--- config.mk ---
export PLATFORM = sky130hd
export DESIGN_NAME = pipe_fetch_stage
export DESIGN_NICKNAME = d
export VERILOG_FILES = /design/src/rtl/pipe_pkg.sv /design/src/rtl/pipe_fetch_align.sv /design/src/rtl/pipe_fetch_stage.sv
export SDC_FILE = /design/constraint.sdc
export NUM_CORES = 1
export LEC_CHECK = 0
export BUFFER_PORTS_ARGS = -buffer_cell sky130_fd_sc_hd__buf_2
export CAP_MARGIN = 10
export CORE_AREA = 2 2 196 198
export DETAILED_ROUTE_END_ITERATION = 8
export DIE_AREA = 0 0 198 200
export HOLD_SLACK_MARGIN = 0.03
export MAX_ROUTING_LAYER = met4
export PLACE_DENSITY_LB_ADDON = 0.05
export SYNTH_ARGS = -nofsm -noshare
export SYNTH_HDL_FRONTEND = slang
export SYNTH_SLANG_ARGS = --single-unit
export TNS_END_PERCENT = 5
--- constraint.sdc ---
create_clock -name clk -period 6.13 [get_ports clk]
set_clock_uncertainty 0.2 [all_clocks]
set_input_delay 0 -clock clk [delete_from_list [all_inputs] [get_ports clk]]
set_output_delay 0 -clock clk [all_outputs]
set_load 0.05 [all_outputs]
--- src/rtl/pipe_pkg.sv ---
// Shared Y86-64 pipeline constants: instruction codes, status codes, register ids.
// Also used by the pipeline control logic.
package pipe_pkg;

    localparam logic [3:0] HALT   = 4'h0;
    localparam logic [3:0] NOP    = 4'h1;
    localparam logic [3:0] CMOVXX = 4'h2;
    localparam logic [3:0] IRMOVQ = 4'h3;
    localparam logic [3:0] RMMOVQ = 4'h4;
    localparam logic [3:0] MRMOVQ = 4'h5;
    localparam logic [3:0] OPQ    = 4'h6;
    localparam logic [3:0] JXX    = 4'h7;
    localparam logic [3:0] CALL   = 4'h8;
    localparam logic [3:0] RET    = 4'h9;
    localparam logic [3:0] PUSHQ  = 4'hA;
    localparam logic [3:0] POPQ   = 4'hB;

    localparam logic [2:0] SBUB = 3'd0;
    localparam logic [2:0] SAOK = 3'd1;
    localparam logic [2:0] SHLT = 3'd2;
    localparam logic [2:0] SADR = 3'd3;
    localparam logic [2:0] SINS = 3'd4;

    localparam logic [3:0] RNONE = 4'hF;

    typedef struct packed {
        logic [2:0]  stat;
        logic [3:0]  icode;
        logic [3:0]  ifun;
        logic [3:0]  ra;
        logic [3:0]  rb;
        logic [63:0] valc;
        logic [63:0] valp;
    } d_reg_t;

    localparam d_reg_t D_BUBBLE = '{
        stat: SBUB, icode: NOP, ifun: 4'h0, ra: RNONE, rb: RNONE, valc: 64'h0, valp: 64'h0
    };

    function automatic logic needs_regids(input logic [3:0] icode);
        return icode inside {CMOVXX, IRMOVQ, RMMOVQ, MRMOVQ, OPQ, PUSHQ, POPQ};
    endfunction

    function automatic logic needs_valc(input logic [3:0] icode);
        return icode inside {IRMOVQ, RMMOVQ, MRMOVQ, JXX, CALL};
    endfunction

endpackage

--- src/rtl/pipe_fetch_align.sv ---
// Instruction byte aligner: splits the ten fetched bytes into decoded fields,
// need flags and a fetch status.
module pipe_fetch_align
    import pipe_pkg::*;
(
    input  logic [79:0] i_imem_data,
    input  logic        i_imem_error,
    output logic [3:0]  o_icode,
    output logic [3:0]  o_ifun,
    output logic [3:0]  o_ra,
    output logic [3:0]  o_rb,
    output logic [63:0] o_valc,
    output logic        o_need_regids,
    output logic        o_need_valc,
    output logic [2:0]  o_stat
);

    assign o_icode       = i_imem_error ? NOP : i_imem_data[7:4];
    assign o_ifun        = i_imem_error ? 4'h0 : i_imem_data[3:0];
    assign o_need_regids = needs_regids(o_icode);
    assign o_need_valc   = needs_valc(o_icode);
    assign o_ra          = o_need_regids ? i_imem_data[15:12] : RNONE;
    assign o_rb          = o_need_regids ? i_imem_data[11:8]  : RNONE;

    // The constant word shifts up one byte when a register specifier byte is present.
    assign o_valc = !o_need_valc  ? 64'h0 :
                    o_need_regids ? i_imem_data[79:16] : i_imem_data[71:8];

    always_comb begin
        if (i_imem_error)       o_stat = SADR;
        else if (o_icode > POPQ) o_stat = SINS;
        else if (o_icode == HALT) o_stat = SHLT;
        else                     o_stat = SAOK;
    end

endmodule

--- src/rtl/pipe_fetch_stage.sv ---
// Fetch stage: PC selection with branch/return redirects, PC prediction and
// the decode pipeline register.
module pipe_fetch_stage
    import pipe_pkg::*;
#(
    parameter logic [63:0] RESET_PC = 64'h0
) (
    input  logic        clk,
    input  logic        rst,
    input  logic        F_stall,
    input  logic        D_stall,
    input  logic        D_bubble,
    input  logic [3:0]  M_icode,
    input  logic        M_Cnd,
    input  logic [63:0] M_valA,
    input  logic [3:0]  W_icode,
    input  logic [63:0] W_valM,
    output logic [63:0] imem_addr,
    input  logic [79:0] imem_data,
    input  logic        imem_error,
    output logic [2:0]  D_stat,
    output logic [3:0]  D_icode,
    output logic [3:0]  D_ifun,
    output logic [3:0]  D_rA,
    output logic [3:0]  D_rB,
    output logic [63:0] D_valC,
    output logic [63:0] D_valP,
    output logic [63:0] f_predPC
);

    logic [63:0] r_pred_pc;
    d_reg_t      r_d;

    logic [63:0] w_f_pc;
    logic [63:0] w_valp;
    logic [3:0]  w_icode;
    logic [3:0]  w_ifun;
    logic [3:0]  w_ra;
    logic [3:0]  w_rb;
    logic [63:0] w_valc;
    logic        w_need_regids;
    logic        w_need_valc;
    logic [2:0]  w_stat;

    pipe_fetch_align u_align (
        .i_imem_data   (imem_data),
        .i_imem_error  (imem_error),
        .o_icode       (w_icode),
        .o_ifun        (w_ifun),
        .o_ra          (w_ra),
        .o_rb          (w_rb),
        .o_valc        (w_valc),
        .o_need_regids (w_need_regids),
        .o_need_valc   (w_need_valc),
        .o_stat        (w_stat)
    );

    // A not-taken jump in M beats a return in W; both bypass F_stall.
    assign w_f_pc = (M_icode == JXX && !M_Cnd) ? M_valA :
                    (W_icode == RET)           ? W_valM : r_pred_pc;

    assign w_valp = w_f_pc + 64'd1 + {63'b0, w_need_regids} + (w_need_valc ? 64'd8 : 64'd0);

    assign imem_addr = w_f_pc;
    assign f_predPC  = (w_icode == JXX || w_icode == CALL) ? w_valc : w_valp;

    always_ff @(posedge clk) begin
        if (rst) begin
            r_pred_pc <= RESET_PC;
        end else if (!F_stall) begin
            r_pred_pc <= f_predPC;
        end
    end

    always_ff @(posedge clk) begin
        if (rst) begin
            r_d <= D_BUBBLE;
        end else if (D_stall) begin
            r_d <= r_d;
        end else if (D_bubble) begin
            r_d <= D_BUBBLE;
        end else begin
            r_d <= '{stat: w_stat, icode: w_icode, ifun: w_ifun, ra: w_ra, rb: w_rb,
                     valc: w_valc, valp: w_valp};
        end
    end

    assign D_stat  = r_d.stat;
    assign D_icode = r_d.icode;
    assign D_ifun  = r_d.ifun;
    assign D_rA    = r_d.ra;
    assign D_rB    = r_d.rb;
    assign D_valC  = r_d.valc;
    assign D_valP  = r_d.valp;

    // Stall wins when both are requested, but that combination indicates a control bug.
    a_stall_bubble_excl : assert property (@(posedge clk) disable iff (rst)
        !(D_stall && D_bubble));

endmodule

==> key figures <==
Outcome
  • Status: complete, no violations

Floorplan
  • Initial core utilization: 34.7%
  • Core region area: 0.0374 sq mm
  • I/O pin total: 498
  • Die height: 200 um
  • Row count: 71
  • Total Die Area: 0.0396 sq mm
  • Die width: 198 um

Power and ir drop
  • Sw frac: 35.1%
  • Power share of the clock group: 39.3%
  • Pwr Density: 220 mW/mm^2
  • Worst VDD drop: 0.000180 V
  • Leak pwr: 8.62 nW
  • Flop pwr share: 34.8%
  • P_sw: 1.45 mW
  • Combinational share of power: 25.9%
  • Internal power: 2.69 mW

Clock network
  • Clk sinks: 211
  • Post_cts resized: 0
  • CTS max path bufs: 3
  • CTS Root Cell: clkbuf_16
  • Worst-path clk slew: 0.06 ns
  • CTS tree: done
  • Worst-skew pair later-pin latency: 0.57 ns
  • CTS Buf Count: 27
  • H-tree depth: 1

Route
  • Final wirelength: 70700 um
  • Drt pass-1 iters: 6
  • Via Count: 16146
  • Wire length per cell: 23.9 um
  • ANT nets after route: 0
  • Residual DRC count: 0
  • Via density per instance: 5.45
  • Initial DRC count: 1386

Yosys
  • YS warnings: 0
  • Leading area contributor after synthesis: dfxtp_1
  • Post-synth top cells: nand2_1 (401), nor2_1 (291), dfxtp_1 (211)
  • Ys async rst share: 0%
  • Post-synth EDFFs: 0
  • Primary FF master, synth: dfxtp_1
  • Register area share after synthesis: 32.6%
  • Most frequent cell after synthesis: nand2_1
  • Yosys reg bits: 211
  • Avg Cell Area, Syn: 7.17 sq um
  • Area share of the largest cell type after synthesis: 32.6%
  • Synthesized Nets: 2033
  • Mapped Cells: 1807
  • Synth area leaders: dfxtp_1 (33%), nand2_1 (12%), nor2_1 (8.4%)
  • Distinct cells, synth: 84
  • Post-Syn Area: 0.0130 sq mm

Placed design
  • Routability Congestion: 0.976
  • Placed cell count: 2689
  • Port bufs: 497
  • DPL Wire Length: 52700 um

Setup path
  • Slowest cell on the critical path: and4b_1
  • Critical path fanouts, max: 14
  • Arrival time of the worst setup path: 4.91 ns
  • CP cell instances: buf_2, and4b_1, nand2_4, a31oi_1, dlygate4sd3_1, ha_1, and3_1, a31oi_1, o31ai_4, o211ai_2, or4_1, nor3_1, nand2_1, xnor2_1, mux2_2, buf_2
  • CP Class: input port to output port
  • Reg2reg setup slack: 1.41 ns
  • Worst stage delay on the critical path: 0.82 ns
  • Startpoint Class: input port
  • Required time of the critical path: 5.93 ns
  • Worst setup EP type: output port

STA
  • Final setup vio count: 0
  • Pins Over Slew Limit: 0
  • Tcrit/Tclk final: 83.3%
  • Setup TNS: 0 ns
  • Fmax: 196 MHz
  • Worst-Margin Slew: 1.11 ns
  • Max_slew headroom: 25.9%
  • RSZ-0062 raised after global routing: false
  • Time the worst path needs with I/O delays and setup: 5.11 ns
  • Hold Vio Cnt, Final: 0

Layout
  • Layout area overhead: 45.2%
  • Post-Layout Cell Count: 2961
  • Share of post-route cells with drive strength above 1: 26.3%
  • Fillers: 3924
  • Final-stage net count: 2656

Global routing
  • Initial antenna violation count: 1
  • First-pass GRT wire length: 101000 um
  • Vias in the first global route: 15981
  • Global-route usage over all layers: 35.4%
  • Gr ovfl total: 0
  • Largest net degree at the start of global routing: 98

Job
  • Max_cap viols: 0

Worst hold path
  • Hold Crit Class: input port to flip-flop
-- metal layers --
| layer | vias to the layer above | global-route usage [%] | part of all wire, % |
|---|---|---|---|
| met5 | - | - | 0 |
| met4 | 0 | 18.0 | 5.8 |
| met3 | 175 | 6.42 | 7.3 |
| met2 | 786 | 59.9 | 48 |
| met1 | 7642 | 40.3 | 39 |
| li1 | 7543 | - | - |
-- sequential cells by signal, summed over array words and instances, names as in the netlist --
name,count
r_pred_pc,64
D_valC,64
D_rB,4
D_rA,4
D_icode,4
D_valP,64
D_stat,3
D_ifun,4
-- cells by family (layout without fill, tap and decap cells) --
kind of cell,after synthesis,count (layout),share of synthesized area [%]
simple gates,877,877,29.9
compound gates,419,419,22.2
flops,211,211,32.6
buf+inv,178,820,5.98
xor+xnor,60,60,4.05
mux,59,59,4.94
fa+ha+maj,3,3,0.290
other cells,0,1,0
-- area by class of cell --
class                   count  area, sq um  area share, %
multi-input cells        1418         8030           42.7
repair buffers            740         4920           26.1
clock inverters            10          124          0.658
clock buffers              38          767           4.07
inverters                  32          120          0.638
well taps                 511          639           3.40
flip-flops and latches    211         4220           22.4
diodes                      1         2.50         0.0133
-- final timing paths --
path / start / end / cells past startpoint
worst max-delay path: M_icode[3] / f_predPC[44] / 16
worst min-delay path: W_valM[28] / D_valP[28]$_SDFFE_PP0N_ / 6
worst min register to register: D_valP[49]$_SDFFE_PP0N_ / D_valP[49]$_SDFFE_PP0N_ / 2
worst max register to register: r_pred_pc[1]$_SDFFE_PP0N_ / r_pred_pc[38]$_SDFFE_PP0N_ / 14
-- stage by stage --
stage / cell area, sq um / util (%) / power (mW) / hold WS (ns) / setup slack, ns
floorplan: 13000 / - / 2.07 / -0.0568 / 0.712
global placement: 15700 / 42.0 / 2.43 / 0.0464 / 1.70
detailed placement: 15700 / 42.0 / 2.43 / 0.0589 / 1.61
CTS: 18800 / 50.3 / 4.14 / 0.0304 / 1.12
global route: 18800 / 50.3 / 4.27 / 0.0586 / 0.794
finish: 18800 / 50.3 / 4.14 / 0.0171 / 1.02
-- worst max-delay path, delay by kind of cell --
family / cells / cell delay (ns)
AO/OA/AOI/OAI: 4 / 0.68
XOR/XNOR: 1 / 0.40
adder cells (fa/ha/maj): 1 / 0.24
buffers and inverters: 3 / 0.98
multiplexers: 1 / 0.25
AND/OR/NAND/NOR: 6 / 2.34
-- timing repair --
item	4_1_cts	5_1_grt
hold buffers	223	0
buffers inserted	0	0
endpoints found under the hold margin	193	0
-- layout by cell type, fill, tap and decap left out, types with 6 or more instances in the layout --
master,count
mux2_2,25
and3_1,13
dlygate4sd3_1,223
buf_4,18
xor2_1,29
nor2_1,289
nor4_1,13
clkbuf_1,6
nand3_1,40
a21oi_1,133
a31oi_1,46
buf_2,495
o21ai_0,25
nand4_1,15
nor4_2,10
nand2b_1,12
o2bb2ai_1,13
dfxtp_1,211
nand2_1,401
clkbuf_16,27
xnor2_1,31
a211oi_1,7
o22ai_1,9
a22oi_1,93
a22o_1,25
inv_1,31
o32ai_1,14
a21o_1,9
a31o_2,7
nor3_1,36
mux2i_1,31
-- power by group through the flow --
| stage | Combinational, mW | Sequential [mW] | Clock (mW) |
|---|---|---|---|
| global placement | 0.958 | 1.47 | 0 |
| finish | 1.07 | 1.44 | 1.63 |
| floorplan | 0.565 | 1.51 | 0 |
| detailed placement | 0.957 | 1.47 | 0 |
| CTS | 1.06 | 1.44 | 1.64 |
| global route | 1.13 | 1.44 | 1.71 |
Power figures use the tool's default switching activity.
